### src/rtl/frame_transmitter_if.sv
// frame_transmitter_if
//   16-bit AXI-Stream style link between the frame transmitter and the
//   frame receptor.
//   Signals:
//     tdata  - stream data word
//     tvalid - word valid, driven by the transmitter
//     tready - downstream ready, driven by the receptor
//     tlast  - marks the final payload word of a frame
//   Modports:
//     master - transmitter side (drives tdata/tvalid/tlast)
//     slave  - receptor side (drives tready)
interface frame_transmitter_if;
  logic [15:0] tdata;
  logic        tvalid;
  logic        tready;
  logic        tlast;

  modport master (
    output tdata,
    output tvalid,
    output tlast,
    input  tready
  );

  modport slave (
    input  tdata,
    input  tvalid,
    input  tlast,
    output tready
  );
endinterface

### src/rtl/frame_transmitter.sv
// frame_transmitter
//   Test-traffic source that emits Ethernet-like frames over a 16-bit
//   stream: 3 preamble words, 3 destination-MAC words, 3 source-MAC words,
//   1 ethertype word and L payload words (seed + i). A 32-bit running sum
//   of the payload words is kept per frame and published on completion.
//   Configured through an 8-bit Avalon-MM style register slave.
//   Ports:
//     clk         - clock
//     reset       - synchronous, active-low reset
//     writedata   - register write data
//     write       - register write strobe
//     chipselect  - register chip select
//     address     - register address
//     read        - register read strobe
//     readdata    - registered read data (1-cycle latency, 0 when idle)
//     egress_port - stream master (tdata/tvalid/tready/tlast)
module frame_transmitter #(
  parameter logic [15:0] PREAMBLE_WORD = 16'h5555,
  parameter logic [15:0] SFD_WORD      = 16'hD555,
  parameter int unsigned MAX_PAYLOAD   = 1500
) (
  input  logic                      clk,
  input  logic                      reset,
  input  logic [7:0]                writedata,
  input  logic                      write,
  input  logic                      chipselect,
  input  logic [7:0]                address,
  input  logic                      read,
  output logic [7:0]                readdata,
  frame_transmitter_if.master       egress_port
);

  typedef enum logic [2:0] {
    IDLE     = 3'd0,
    PREAMBLE = 3'd1,
    DST      = 3'd2,
    SRC      = 3'd3,
    ETYPE    = 3'd4,
    PAYLOAD  = 3'd5,
    GAP      = 3'd6
  } state_t;

  localparam logic [15:0] MAX_LEN = 16'(MAX_PAYLOAD);

  // Configuration registers
  logic [5:0][7:0] dst_mac;
  logic [5:0][7:0] src_mac;
  logic [7:0]      etype_lo;
  logic [7:0]      etype_hi;
  logic [7:0]      len_lo;
  logic [7:0]      len_hi;
  logic [7:0]      seed_lo;
  logic [7:0]      seed_hi;
  logic [7:0]      frame_count;
  logic [7:0]      gap_cycles;

  // Status / engine state
  state_t          state;
  logic            busy;
  logic [7:0]      frames_sent;
  logic [31:0]     checksum;
  logic [31:0]     running_sum;
  logic [1:0]      word_idx;
  logic [15:0]     pay_idx;
  logic [15:0]     pay_len;
  logic [15:0]     pay_seed;
  logic [7:0]      remaining;
  logic [7:0]      gap_left;
  logic            abort_pending;

  // Decoded bus events
  logic            ctrl_wr;
  logic            start_req;
  logic            abort_req;
  logic            cfg_wr;
  logic [2:0]      src_sel;
  logic [15:0]     len_req;
  logic [15:0]     eff_len;
  logic [7:0]      rd_mux;

  // Stream helpers
  logic            handshake;
  state_t          hdr_state;
  logic [1:0]      hdr_idx;
  logic [15:0]     hdr_word;
  logic [15:0]     next_pay_idx;
  logic [15:0]     next_pay_word;
  logic            next_pay_last;
  logic [31:0]     sum_next;
  logic            frame_done;

  // MAC words are sent low byte first in the low half: {mac[2k+1], mac[2k]}
  function automatic logic [15:0] mac_word(input logic [5:0][7:0] mac,
                                           input logic [1:0]      idx);
    logic [15:0] w;
    case (idx)
      2'd0:    w = {mac[1], mac[0]};
      2'd1:    w = {mac[3], mac[2]};
      default: w = {mac[5], mac[4]};
    endcase
    return w;
  endfunction

  function automatic logic [15:0] header_word(input state_t          st,
                                              input logic [1:0]      idx,
                                              input logic [5:0][7:0] dst,
                                              input logic [5:0][7:0] src,
                                              input logic [15:0]     etype);
    logic [15:0] w;
    case (st)
      PREAMBLE: w = (idx == 2'd2) ? SFD_WORD : PREAMBLE_WORD;
      DST:      w = mac_word(dst, idx);
      SRC:      w = mac_word(src, idx);
      ETYPE:    w = etype;
      default:  w = 16'h0000;
    endcase
    return w;
  endfunction

  // Bus decode: control writes always land, config writes only while idle
  always_comb begin
    ctrl_wr   = chipselect && write && (address == 8'd19);
    start_req = ctrl_wr && writedata[0] && !writedata[1];
    abort_req = ctrl_wr && writedata[1];
    cfg_wr    = chipselect && write && !busy;
    // addresses 6..11 map onto src bytes 0..5 (low three bits + 2, mod 8)
    src_sel   = address[2:0] + 3'd2;
    len_req   = {len_hi, len_lo};
    if (len_req == 16'd0) begin
      eff_len = 16'd1;
    end else if (len_req > MAX_LEN) begin
      eff_len = MAX_LEN;
    end else begin
      eff_len = len_req;
    end
  end

  // Header walk: which state/word follows the current header word
  always_comb begin
    hdr_state = state;
    hdr_idx   = 2'd0;
    case (state)
      PREAMBLE: begin
        if (word_idx == 2'd2) begin
          hdr_state = DST;
        end else begin
          hdr_idx = word_idx + 2'd1;
        end
      end
      DST: begin
        if (word_idx == 2'd2) begin
          hdr_state = SRC;
        end else begin
          hdr_idx = word_idx + 2'd1;
        end
      end
      SRC: begin
        if (word_idx == 2'd2) begin
          hdr_state = ETYPE;
        end else begin
          hdr_idx = word_idx + 2'd1;
        end
      end
      default: begin
        hdr_state = state;
      end
    endcase
    hdr_word = header_word(hdr_state, hdr_idx, dst_mac, src_mac, {etype_hi, etype_lo});
  end

  // Payload sequencing and end-of-frame decision
  always_comb begin
    handshake     = egress_port.tvalid && egress_port.tready;
    next_pay_idx  = pay_idx + 16'd1;
    next_pay_word = pay_seed + next_pay_idx;
    next_pay_last = (next_pay_idx == (pay_len - 16'd1));
    sum_next      = running_sum + {16'h0000, egress_port.tdata};
    // an abort arriving on the tlast handshake itself also ends the run
    frame_done    = abort_pending || abort_req ||
                    ((frame_count != 8'd0) && (remaining == 8'd1));
  end

  // Configuration register file
  always_ff @(posedge clk) begin
    if (!reset) begin
      dst_mac     <= {6{8'h00}};
      src_mac     <= {6{8'h00}};
      etype_lo    <= 8'h00;
      etype_hi    <= 8'h00;
      len_lo      <= 8'h00;
      len_hi      <= 8'h00;
      seed_lo     <= 8'h00;
      seed_hi     <= 8'h00;
      frame_count <= 8'h00;
      gap_cycles  <= 8'h00;
    end else if (cfg_wr) begin
      case (address)
        8'd0, 8'd1, 8'd2, 8'd3, 8'd4, 8'd5:   dst_mac[address[2:0]] <= writedata;
        8'd6, 8'd7, 8'd8, 8'd9, 8'd10, 8'd11: src_mac[src_sel] <= writedata;
        8'd12:   etype_lo    <= writedata;
        8'd13:   etype_hi    <= writedata;
        8'd14:   len_lo      <= writedata;
        8'd15:   len_hi      <= writedata;
        8'd16:   seed_lo     <= writedata;
        8'd17:   seed_hi     <= writedata;
        8'd18:   frame_count <= writedata;
        8'd26:   gap_cycles  <= writedata;
        default: dst_mac     <= dst_mac;
      endcase
    end else begin
      dst_mac <= dst_mac;
    end
  end

  // Read-back multiplexer
  always_comb begin
    rd_mux = 8'h00;
    case (address)
      8'd0, 8'd1, 8'd2, 8'd3, 8'd4, 8'd5:   rd_mux = dst_mac[address[2:0]];
      8'd6, 8'd7, 8'd8, 8'd9, 8'd10, 8'd11: rd_mux = src_mac[src_sel];
      8'd12:   rd_mux = etype_lo;
      8'd13:   rd_mux = etype_hi;
      8'd14:   rd_mux = len_lo;
      8'd15:   rd_mux = len_hi;
      8'd16:   rd_mux = seed_lo;
      8'd17:   rd_mux = seed_hi;
      8'd18:   rd_mux = frame_count;
      8'd20:   rd_mux = {7'd0, busy};
      8'd21:   rd_mux = frames_sent;
      8'd22:   rd_mux = checksum[7:0];
      8'd23:   rd_mux = checksum[15:8];
      8'd24:   rd_mux = checksum[23:16];
      8'd25:   rd_mux = checksum[31:24];
      8'd26:   rd_mux = gap_cycles;
      default: rd_mux = 8'h00;
    endcase
  end

  // Registered read data, zero outside a read access
  always_ff @(posedge clk) begin
    if (!reset) begin
      readdata <= 8'h00;
    end else if (chipselect && read) begin
      readdata <= rd_mux;
    end else begin
      readdata <= 8'h00;
    end
  end

  // Frame FSM with registered stream outputs
  always_ff @(posedge clk) begin
    if (!reset) begin
      state              <= IDLE;
      busy               <= 1'b0;
      frames_sent        <= 8'h00;
      checksum           <= 32'h0000_0000;
      running_sum        <= 32'h0000_0000;
      word_idx           <= 2'd0;
      pay_idx            <= 16'h0000;
      pay_len            <= 16'h0000;
      pay_seed           <= 16'h0000;
      remaining          <= 8'h00;
      gap_left           <= 8'h00;
      abort_pending      <= 1'b0;
      egress_port.tdata  <= 16'h0000;
      egress_port.tvalid <= 1'b0;
      egress_port.tlast  <= 1'b0;
    end else begin
      if (abort_req && busy) begin
        abort_pending <= 1'b1;
      end
      case (state)
        IDLE: begin
          if (start_req) begin
            pay_len            <= eff_len;
            pay_seed           <= {seed_hi, seed_lo};
            remaining          <= frame_count;
            busy               <= 1'b1;
            running_sum        <= 32'h0000_0000;
            abort_pending      <= 1'b0;
            state              <= PREAMBLE;
            word_idx           <= 2'd0;
            egress_port.tdata  <= PREAMBLE_WORD;
            egress_port.tvalid <= 1'b1;
            egress_port.tlast  <= 1'b0;
          end
        end
        PREAMBLE, DST, SRC: begin
          if (handshake) begin
            state             <= hdr_state;
            word_idx          <= hdr_idx;
            egress_port.tdata <= hdr_word;
          end
        end
        ETYPE: begin
          if (handshake) begin
            state             <= PAYLOAD;
            pay_idx           <= 16'h0000;
            egress_port.tdata <= pay_seed;
            egress_port.tlast <= (pay_len == 16'd1);
          end
        end
        PAYLOAD: begin
          if (handshake) begin
            running_sum <= sum_next;
            if (egress_port.tlast) begin
              checksum          <= sum_next;
              frames_sent       <= frames_sent + 8'd1;
              egress_port.tlast <= 1'b0;
              if (frame_count != 8'd0) begin
                remaining <= remaining - 8'd1;
              end
              if (frame_done) begin
                state              <= IDLE;
                busy               <= 1'b0;
                abort_pending      <= 1'b0;
                egress_port.tvalid <= 1'b0;
              end else if (gap_cycles == 8'd0) begin
                // back-to-back: tvalid stays high into the next preamble
                state             <= PREAMBLE;
                word_idx          <= 2'd0;
                running_sum       <= 32'h0000_0000;
                egress_port.tdata <= PREAMBLE_WORD;
              end else begin
                state              <= GAP;
                gap_left           <= gap_cycles;
                egress_port.tvalid <= 1'b0;
              end
            end else begin
              pay_idx           <= next_pay_idx;
              egress_port.tdata <= next_pay_word;
              egress_port.tlast <= next_pay_last;
            end
          end
        end
        GAP: begin
          if (abort_pending || abort_req) begin
            state         <= IDLE;
            busy          <= 1'b0;
            abort_pending <= 1'b0;
          end else if (gap_left == 8'd1) begin
            state              <= PREAMBLE;
            word_idx           <= 2'd0;
            running_sum        <= 32'h0000_0000;
            egress_port.tdata  <= PREAMBLE_WORD;
            egress_port.tvalid <= 1'b1;
          end else begin
            gap_left <= gap_left - 8'd1;
          end
        end
        default: begin
          state              <= IDLE;
          busy               <= 1'b0;
          egress_port.tvalid <= 1'b0;
          egress_port.tlast  <= 1'b0;
        end
      endcase
    end
  end

endmodule

### src/flat_wrapper.sv
// flat-port wrapper written by rule: the top's interface ports become plain ports
module frame_transmitter_flat 
#(
  parameter logic [15:0] PREAMBLE_WORD = 16'h5555,
  parameter logic [15:0] SFD_WORD      = 16'hD555,
  parameter int unsigned MAX_PAYLOAD   = 1500
)
  (clk, reset, writedata, write, chipselect, address, read, readdata, egress_port_tdata, egress_port_tvalid, egress_port_tlast, egress_port_tready);
  frame_transmitter_if egress_port_i ();
  input  logic clk;
  input  logic reset;
  input  logic [7:0] writedata;
  input  logic write;
  input  logic chipselect;
  input  logic [7:0] address;
  input  logic read;
  output logic [7:0] readdata;
  output wire logic [$bits(egress_port_i.tdata)-1:0] egress_port_tdata;
  output wire logic [$bits(egress_port_i.tvalid)-1:0] egress_port_tvalid;
  output wire logic [$bits(egress_port_i.tlast)-1:0] egress_port_tlast;
  input wire logic [$bits(egress_port_i.tready)-1:0] egress_port_tready;
  assign egress_port_tdata = egress_port_i.tdata;
  assign egress_port_tvalid = egress_port_i.tvalid;
  assign egress_port_tlast = egress_port_i.tlast;
  assign egress_port_i.tready = egress_port_tready;
  frame_transmitter #(.PREAMBLE_WORD(PREAMBLE_WORD), .SFD_WORD(SFD_WORD), .MAX_PAYLOAD(MAX_PAYLOAD)) u_core (.clk(clk), .reset(reset), .writedata(writedata), .write(write), .chipselect(chipselect), .address(address), .read(read), .readdata(readdata), .egress_port(egress_port_i));
endmodule
### config.mk
export PLATFORM = sky130hd
export DESIGN_NAME = frame_transmitter_flat
export DESIGN_NICKNAME = d
export VERILOG_FILES = /design/src/rtl/frame_transmitter_if.sv /design/src/rtl/frame_transmitter.sv /design/src/flat_wrapper.sv
export SDC_FILE = /design/constraint.sdc
export NUM_CORES = 1
export LEC_CHECK = 0
export ABC_AREA = 1
export CAP_MARGIN = 0
export CORE_ASPECT_RATIO = 0.9
export CORE_MARGIN = 2
export CORE_UTILIZATION = 55
export DETAILED_ROUTE_END_ITERATION = 10
export MAX_ROUTING_LAYER = met4
export PLACE_DENSITY = 0.72
export SLEW_MARGIN = 20
export SYNTH_ARGS = -nofsm -noshare
export SYNTH_HDL_FRONTEND = slang
export SYNTH_SLANG_ARGS = --single-unit
### constraint.sdc
create_clock -name clk -period 3.34 [get_ports clk]
set_input_delay 0.501 -clock clk [delete_from_list [all_inputs] [get_ports clk]]
set_output_delay 0.501 -clock clk [all_outputs]
set_load 0.005 [all_outputs]
# == Word level (Yosys, flattened, before mapping) ==
# Cells that the tools add are included.
# word_totals
register_bits,329
# classes
addsub,9
n_lt_le_gt_ge,5
eq_ne,62
mux,101
bitwise,2
reduce_logical,56
# ops
cell,count
16-bit 2-to-1 mux,15
32-bit 2-to-1 mux,7
8-bit one-hot mux with 16 select lines,1
8-bit 2-to-1 mux,14
48-bit bitwise mux,2
16-bit one-hot mux with 2 select lines,3
32-bit one-hot mux with 3 select lines,1
8-bit by 5-bit equality test with 1-bit output (second input constant),11
16-bit one-hot mux with 5 select lines,1
8-bit by 4-bit equality test with 1-bit output (second input constant),8
16-bit one-hot mux with 4 select lines,1
8-bit binary-select mux with 3-bit select,2
8-bit demux with 3-bit select,2
3-bit 2-to-1 mux,12
32-bit by 16-bit adder with 32-bit output,1
8-bit by 3-bit equality test with 1-bit output (second input constant),4
8-bit one-hot mux with 2 select lines,2
8-bit by 1-bit equality test with 1-bit output (second input constant),3
2-bit AND reduction,12
1-bit 2-to-1 mux,21
2-bit 2-to-1 mux,10
2-bit by 1-bit != test with 1-bit output (second input constant),10
9-bit AND reduction,2
16-bit by 1-bit adder with 16-bit output (second input constant),1
47 further kinds,89

# == Longest topological paths before layout ==
# Gate-level depths: netlist of run 1.
# logic_depth
word_depth,9
depth_mapped,21
depth_no_buf,20

# == Least setup slack after synthesis of run 1 ==
# Ideal clock, no wire load.
# synth_path
kind,register to register
startpoint,register u_core.pay_idx[0]
endpoint,register u_core.egress_port.tdata[5]
setup_time_ns,0.132
arrival_time_ns,2.344
required_time_ns,3.208
path_slack_ns,0.864
stages_incl_launch_ff,16
synth_period_minus_slack_ns,2.476
path_cell_list,dfxtp_1 > ha_1 > nand2_1 > inv_1 > nand2_1 > nand2_1 > inv_1 > ha_1 > a21o_1 > or2_2 > a21o_1 > or2_2 > nand3_1 > nand3_1 > nand2_1 > a21oi_1
# synth_via
elab_chain_len,5
# synth_rtl
item,line_no,source
"start, declared",frame_transmitter.sv:64,logic [15:0] pay_idx;
"start signal, assigned",frame_transmitter.sv:330,pay_idx <= next_pay_idx;
16-bit by 1-bit adder with 16-bit output,frame_transmitter.sv:174,next_pay_idx = pay_idx + 16'd1;
16-bit adder,frame_transmitter.sv:175,next_pay_word = pay_seed + next_pay_idx;
16-bit 2-to-1 mux,frame_transmitter.sv:306,if (egress_port.tlast) begin
16-bit 2-to-1 mux,frame_transmitter.sv:304,if (handshake) begin
16-bit one-hot mux with 5 select lines,frame_transmitter.sv:272,case (state)
"end signal, assigned",frame_transmitter.sv:292,egress_port.tdata <= hdr_word;
"end signal, assigned",frame_transmitter.sv:299,egress_port.tdata <= pay_seed;
"end signal, assigned",frame_transmitter.sv:331,egress_port.tdata <= next_pay_word;
"end, declared",frame_transmitter_if.sv:19,"output tdata,"
# Every way passes these cells. The select of a mux whose other input is x is not followed.
# A chain may end at the register's enable or synchronous reset.

# == Worst setup path in the final report of run 1 ==
# layout_path
startpoint,register u_core.pay_idx[0]
endpoint,register u_core.egress_port.tdata[15]
# Same word-level chain as after synthesis.

==> results of run 1 <==
[how the worst max path moves through the flow]
stage,endpoint,slack [ps],start
floorplan,u_core.egress_port.tdata[5],860,u_core.pay_idx[0]
global placement,u_core.readdata[5],260,address[2]
detailed placement,u_core.readdata[5],200,address[2]
CTS,u_core.egress_port.tdata[15],240,u_core.pay_idx[0]
global route,u_core.egress_port.tdata[13],30,u_core.pay_idx[0]
finish,u_core.egress_port.tdata[15],280,u_core.pay_idx[0]
[report_power, final]
part	total, mW	internal [mW]	switching [mW]	leakage (nW)
registers	3.93	3.93	0.00572	2.65
logic	0.385	0.112	0.273	4.93
clock network	4.17	2.44	1.73	0.590
[sequential cells by signal (all words and copies together) (netlist names), 16 cells and up]
signal	flops
u_core.running_sum	32
u_core.pay_idx	16
u_core.pay_seed	16
u_core.src_mac	48
u_core.checksum	32
u_core.dst_mac	48
u_core.pay_len	16
u_core.egress_port.tdata	16
[worst register-to-register path, stage by stage (launching register included)]
cell and delay, ps:
dfxtp_1 410, ha_1 210, nand2_1 140, nor2_4 220, nand2_2 110, nand2_1 80
nand2_1 130, ha_1 430, inv_1 50, o21ai_0 260, a21oi_1 130, o21ai_0 230
nor2_1 90, nand2_1 80, nand3_1 90, nand3_1 120, nand2_1 70, a21oi_1 140
[logic make-up (layout without fill, tap and decap cells)]
family / Yosys count / in the layout
compound gates: 839 / 839
xor+xnor: 37 / 37
fa+ha+maj: 48 / 48
buf+inv: 505 / 546
flops: 329 / 329
simple gates: 1017 / 1017
[cell type report]
class,instances,area share
Tap cell,422,0.0256
Multi-Input combinational cell,1941,0.481
Clock inverter,13,0.00698
Inverter,382,0.0696
Clock buffer,52,0.0526
Timing Repair Buffer,99,0.0446
Sequential cell,329,0.319
[metrics by stage]
| stage | utilization | setup WS [ps] | hold slack, ps | std cells | cell area [µm²] |
|---|---|---|---|---|---|
| after global routing | 0.624 | 26.9 | 488 | 3238 | 20600 |
| final | 0.624 | 277 | 471 | 3238 | 20600 |
| after CTS | 0.624 | 242 | 446 | 3238 | 20600 |
| after global placement | 0.587 | 260 | 453 | 3173 | 19400 |
| after detailed placement | 0.587 | 199 | 458 | 3173 | 19400 |
| after floorplan | - | 864 | 425 | 2775 | 18500 |
[routing by layer]
metal | up-vias | global-route usage | wire (µm)
li1 | 9338 | - | -
met1 | 9010 | 0.511 | 27700
met2 | 958 | 0.571 | 27900
met3 | 147 | 0.0715 | 6650
met4 | 0 | 0.127 | 2250
met5 | - | - | 0
[cell usage in the layout (no fill, tap or decap), types with 7 or more instances in the layout]
master / count
o221ai_1: 17
nand4_1: 34
o211ai_1: 13
nand2_1: 514
clkbuf_16: 39
inv_2: 21
a211oi_1: 24
nor4_1: 14
a21o_1: 7
nor2_2: 10
o21ai_0: 309
clkbuf_1: 7
nor3_1: 30
ha_1: 46
a21oi_1: 311
a31oi_1: 14
inv_1: 360
nand3_1: 125
o22ai_1: 86
a221oi_1: 8
nand2_2: 7
buf_4: 48
xor2_1: 31
o21bai_1: 7
clkdlybuf4s50_1: 46
o21ai_1: 18
dfxtp_1: 329
o2111ai_1: 7
nor2_1: 252
[repair_timing]
action	4_1_cts	5_1_grt
setup endpoints to repair	0	2
buffers inserted	0	0
gates resized for setup	0	3
==> summary.txt, run 1 <==
Yosys
  • Yosys top cell area share: 0.357
  • Main flop type after synthesis: dfxtp_1
  • Register area share after synthesis: 0.357
  • Top-count cell post-synth: nand2_1
  • Cell Area, Synth: 18,500 µm²
  • Synth area leaders: dfxtp_1, nand2_1, a21oi_1
  • Async SR Flop Fraction: 0
  • Largest family of logic cells by synthesized area: compound AO/OA/AOI/OAI gates
  • Mapped Cells: 2,775
  • Synth Area in XOR/XNOR: 0.0176
  • Post-synth EDFFs: 0
  • Mapped Nets: 2,845
  • Mux contribution to synthesized area: 0
  • Ys Warns: 0
  • Top cells by count, synth: nand2_1, inv_1, dfxtp_1
  • Post-Syn Area per Cell: 6.65 µm²
  • Library cells used by synthesis: 55
  • Synth Area in Compound Gates: 0.251
  • Synth Area in Adders: 0.0334
  • Synth area leader: dfxtp_1
  • Simple-gate share of the synthesized area: 0.235
  • Synth Register Bits: 329

STA
  • Pins Over Slew Limit: 0
  • Crit path time final: 3060 ps
  • Slew HR: 0.233
  • Worst slew pin tran: 1150 ps
  • Max Freq: 326 MHz
  • Tcrit/Tclk final: 0.917
  • Setup tns final: 0 ps
  • RSZ-0062 raised after global routing: false
  • Final setup vio count: 0
  • Hold Vio Cnt, Final: 0
  • Clk_skew: 11.2 ps

Global route
  • GRT overflow: 0
  • Maximum number of pins on one net before global-route repair: 150
  • Total global-route track usage: 0.379
  • Initial antenna violation count: 0
  • Number of global-route vias before repair: 17,602
  • First-pass GRT wire length: 99,800 µm

Placed design
  • Number of I/O port buffers: 47
  • GPL Wtd Cong: 1.04
  • HPWL after DPL: 47,800 µm

Setup path
  • CP max-delay cell: ha_1
  • Startpoint types: flip-flop
  • Critical path endpoint category: flip-flop
  • WP data arrival: 3520 ps
  • CP Max Fanout: 7
  • CP Cell Sequence: ha_1 > nand2_1 > nor2_4 > nand2_2 > nand2_1 > nand2_1 > ha_1 > inv_1 > o21ai_0 > a21oi_1 > o21ai_0 > nor2_1 > nand2_1 > nand3_1 > nand3_1 > nand2_1 > a21oi_1
  • Buffers & Inverters on Critical Path: 1
  • CP peak stage delay: 430 ps
  • Setup CP Type: reg -> reg
  • CP required: 3800 ps
  • Worst r2r path cells: 17
  • Worst r2r dst: u_core.egress_port.tdata[15]
  • Cell mode on critical path: nand2_1
  • Delay-heaviest family, CP: simple AND/OR/NAND/NOR gates
  • Critical R2R Launch: u_core.pay_idx[0]
  • R2r setup slk: 280 ps
  • Crit path depth: 17

Clock tree
  • CTS Buffer Depth: 3
  • CTS tree: done
  • TritonCTS Sinks: 329
  • H-tree levels: 2
  • Post-CTS Hold Buffers: 0
  • Clk_lat worst skew: 540 ps
  • Worst-path clk slew: 60 ps
  • CTS Root Cell: clkbuf_16
  • Total clock buffers created by CTS: 37

Power and ir drop
  • P per Cell Area: 412 nW/µm²
  • Total power: 8.49 mW
  • Peak VDD IR: 0.000380 V
  • P_leak: 8.17 nW

Detailed routing
  • Routed len/inst: 19.9 µm
  • Pre-Repair DR Iteration Count: 6
  • DRT antenna net count: 0
  • Post-DR vias/cell: 6.01
  • Initial DRC count: 2,189
  • # DRC: 0
  • Drt total wl: 64,600 µm
  • Via count: 19,453

Die
  • Die area: 35,000 µm²
  • # IOs: 48
  • Rows: 63
  • Core region area: 33,000 µm²
  • Initial core utilization: 0.559
  • Die H: 178 µm
  • Die Wd: 197 µm

Cells and area
  • # diodes: 0
  • Area delta synth->final: 11.8%
  • Fillcell total: 3,112
  • Register area: 6590 µm²
  • Share of cells above drive strength 1: 0.0621
  • # nets final: 2,860
  • Area of the multi-input gates: 9930 µm²

Min path
  • Hold path endpoint: u_core.src_mac[15]
  • Hold path start: u_core.src_mac[15]
  • Depth of the worst hold-timing path: 2
  • HP Class: reg -> reg

Run
  • Max-cap violations: 0

Status
  • Status: finished, final reports clean
Note: power is estimated with default switching activity, not from simulation.
==> run 2: changes to the inputs <==
CORE_ASPECT_RATIO = unset   (was 0.9)
SKIP_LAST_GASP = 1   (was unset)
==> run 2 against run 1 <==
Clock-buffer cell count rose by 1. Cell area rose by 0.49%. Worst setup slack improved by 17 ps. Worst hold slack got worse by 200 ps. Routed wire length fell by 0.66%. Combinational power fell by 2%. First-iteration DRC count fell by 15%. Critical path type is now in -> reg. Largest cell class unchanged.
==> summary.txt, run 2 (synthesis gave the netlist of run 1 again) <==
STA
  • Post-route worst setup slack: 294 ps
  • Max Freq: 328 MHz
  • Final setup vio count: 0
  • Slew HR: 0.205
  • Crit path time final: 3050 ps
  • RSZ-0062 raised after global routing: false
  • Pins Over Slew Limit: 0
  • Fin Hold WS: 272 ps
  • Clk_skew: 13.2 ps
  • Hold Vio Cnt, Final: 0
  • Setup tns final: 0 ps
  • Tcrit/Tclk final: 0.912
  • Worst slew pin tran: 1190 ps

Setup path
  • Worst r2r path cells: 10
  • Setup CP Type: in -> reg
  • Startpoint types: input pin
  • Critical R2R Launch: u_core.state[0]
  • Critical path endpoint category: flip-flop
  • WP data arrival: 3380 ps
  • R2r setup slk: 310 ps
  • CP Max Fanout: 9
  • CP required: 3670 ps
  • Worst r2r dst: u_core.egress_port.tdata[0]

Clock tree
  • CTS Root Cell: clkbuf_16
  • Setup Fix Bufs, Post-CTS: 0
  • Post-CTS sizing: 0
  • H-tree levels: 2
  • Worst-path clk slew: 60 ps
  • TritonCTS Sinks: 329
  • Clk_lat worst skew: 540 ps
  • CTS Buffer Depth: 3
  • Total clock buffers created by CTS: 38
  • Post-CTS Hold Buffers: 0
  • CTS tree: done

Cells and area
  • Most frequent cells in the layout: nand2_1, inv_1, dfxtp_1
  • # nets final: 2,864
  • Top Registers: u_core.dst_mac (48), u_core.src_mac (48)
  • Share of cells above drive strength 1: 0.0635
  • Area delta synth->final: 12.3%
  • Most common cell after layout, fill and taps aside: nand2_1
  • # diodes: 0
  • Fillcell total: 3,144
  • Register area: 6590 µm²
  • Area of the multi-input gates: 9920 µm²

Min path
  • HP Class: in -> reg
  • Hold path start: reset
  • Depth of the worst hold-timing path: 3
  • Hold path endpoint: u_core.dst_mac[1]

Detailed routing
  • Post-DR vias/cell: 5.96
  • Initial DRC count: 1,857
  • # DRC: 0
  • DRT antenna net count: 0
  • Pre-Repair DR Iteration Count: 6
  • Via count: 19,461
  • Drt total wl: 64,100 µm
  • Routed len/inst: 19.6 µm

Power and ir drop
  • Peak VDD IR: 0.000403 V
  • P_leak: 8.23 nW
  • P per Cell Area: 414 nW/µm²

Die
  • Die H: 187 µm
  • Core region area: 33,300 µm²
  • Die Wd: 187 µm
  • # IOs: 48
  • Rows: 67
  • Die area: 35,000 µm²
  • Initial core utilization: 0.554

Status
  • Status: finished, final reports clean

Placed design
  • Number of I/O port buffers: 47
  • GPL Wtd Cong: 1.04
  • Placement Setup Slack: -23.0 ps
  • HPWL after DPL: 47,200 µm

Run
  • Max-cap violations: 0

Global route
  • Total global-route track usage: 0.370
  • First-pass GRT wire length: 99,300 µm
  • GRT overflow: 0
  • Maximum number of pins on one net before global-route repair: 128
  • Initial antenna violation count: 0
  • Number of global-route vias before repair: 17,726
run 2: cell count changes in the layout (fill, tap and decap cells not counted), sizes merged:
cell	before	now
buf	53	56
clkbuf	52	53
clkinv	6	9
clkinvlp	4	2
inv	383	382
run 2: report_power, final:
| group | internal, mW | total (mW) | switching, mW | leakage [nW] |
|---|---|---|---|---|
| Combinational | 0.111 | 0.379 | 0.267 | 4.95 |
| Sequential | 3.93 | 3.93 | 0.00566 | 2.65 |
| Clock | 2.54 | 4.27 | 1.73 | 0.626 |
run 2: per-stage QoR:
| step | instance area (µm²) | power [mW] | util | cells |
|---|---|---|---|---|
| 6_report | 20700 | 8.58 | 0.623 | 3268 |
| 5_1_grt | 20700 | 8.78 | 0.623 | 3268 |
| 4_1_cts | 20700 | 8.60 | 0.623 | 3268 |
| 3_5_place_dp | 19500 | 4.39 | 0.585 | 3202 |
| 3_3_place_gp | 19500 | 4.38 | 0.585 | 3202 |
| 2_1_floorplan | 18500 | 4.24 | - | 2775 |
run 2: worst max path at each step:
stage | from | to | slack [ps]
3_3_place_gp | address[2] | u_core.readdata[6] | 5
3_5_place_dp | address[2] | u_core.readdata[6] | -20
2_1_floorplan | u_core.pay_idx[0] | u_core.egress_port.tdata[5] | 860
5_1_grt | u_core.pay_idx[0] | u_core.egress_port.tdata[13] | 40
4_1_cts | u_core.pay_idx[0] | u_core.egress_port.tdata[13] | 350
6_report | address[1] | u_core.readdata[6] | 290
run 2: routing by layer:
| metal | vias up | wire [µm] | global-route usage |
|---|---|---|---|
| met5 | - | 0 | - |
| met4 | 0 | 2810 | 0.150 |
| met3 | 160 | 5310 | 0.0615 |
| met2 | 873 | 28800 | 0.576 |
| met1 | 9100 | 27200 | 0.478 |
| li1 | 9328 | - | - |
run 2: layout make-up:
class	count	area share
multi-input cells	1941	0.478
flip-flops and latches	329	0.318
inverters	382	0.0692
clock buffers	53	0.0551
repair buffers	102	0.0461
well taps	448	0.0270
clock inverters	13	0.00634
run 2: critical path: stages:
cell	delay, ps
clkdlybuf4s50_1	680
inv_1	150
ha_1	480
inv_1	230
o21ai_0	150
nand3_1	130
nand2_1	90
nor4_1	650
a31oi_1	300
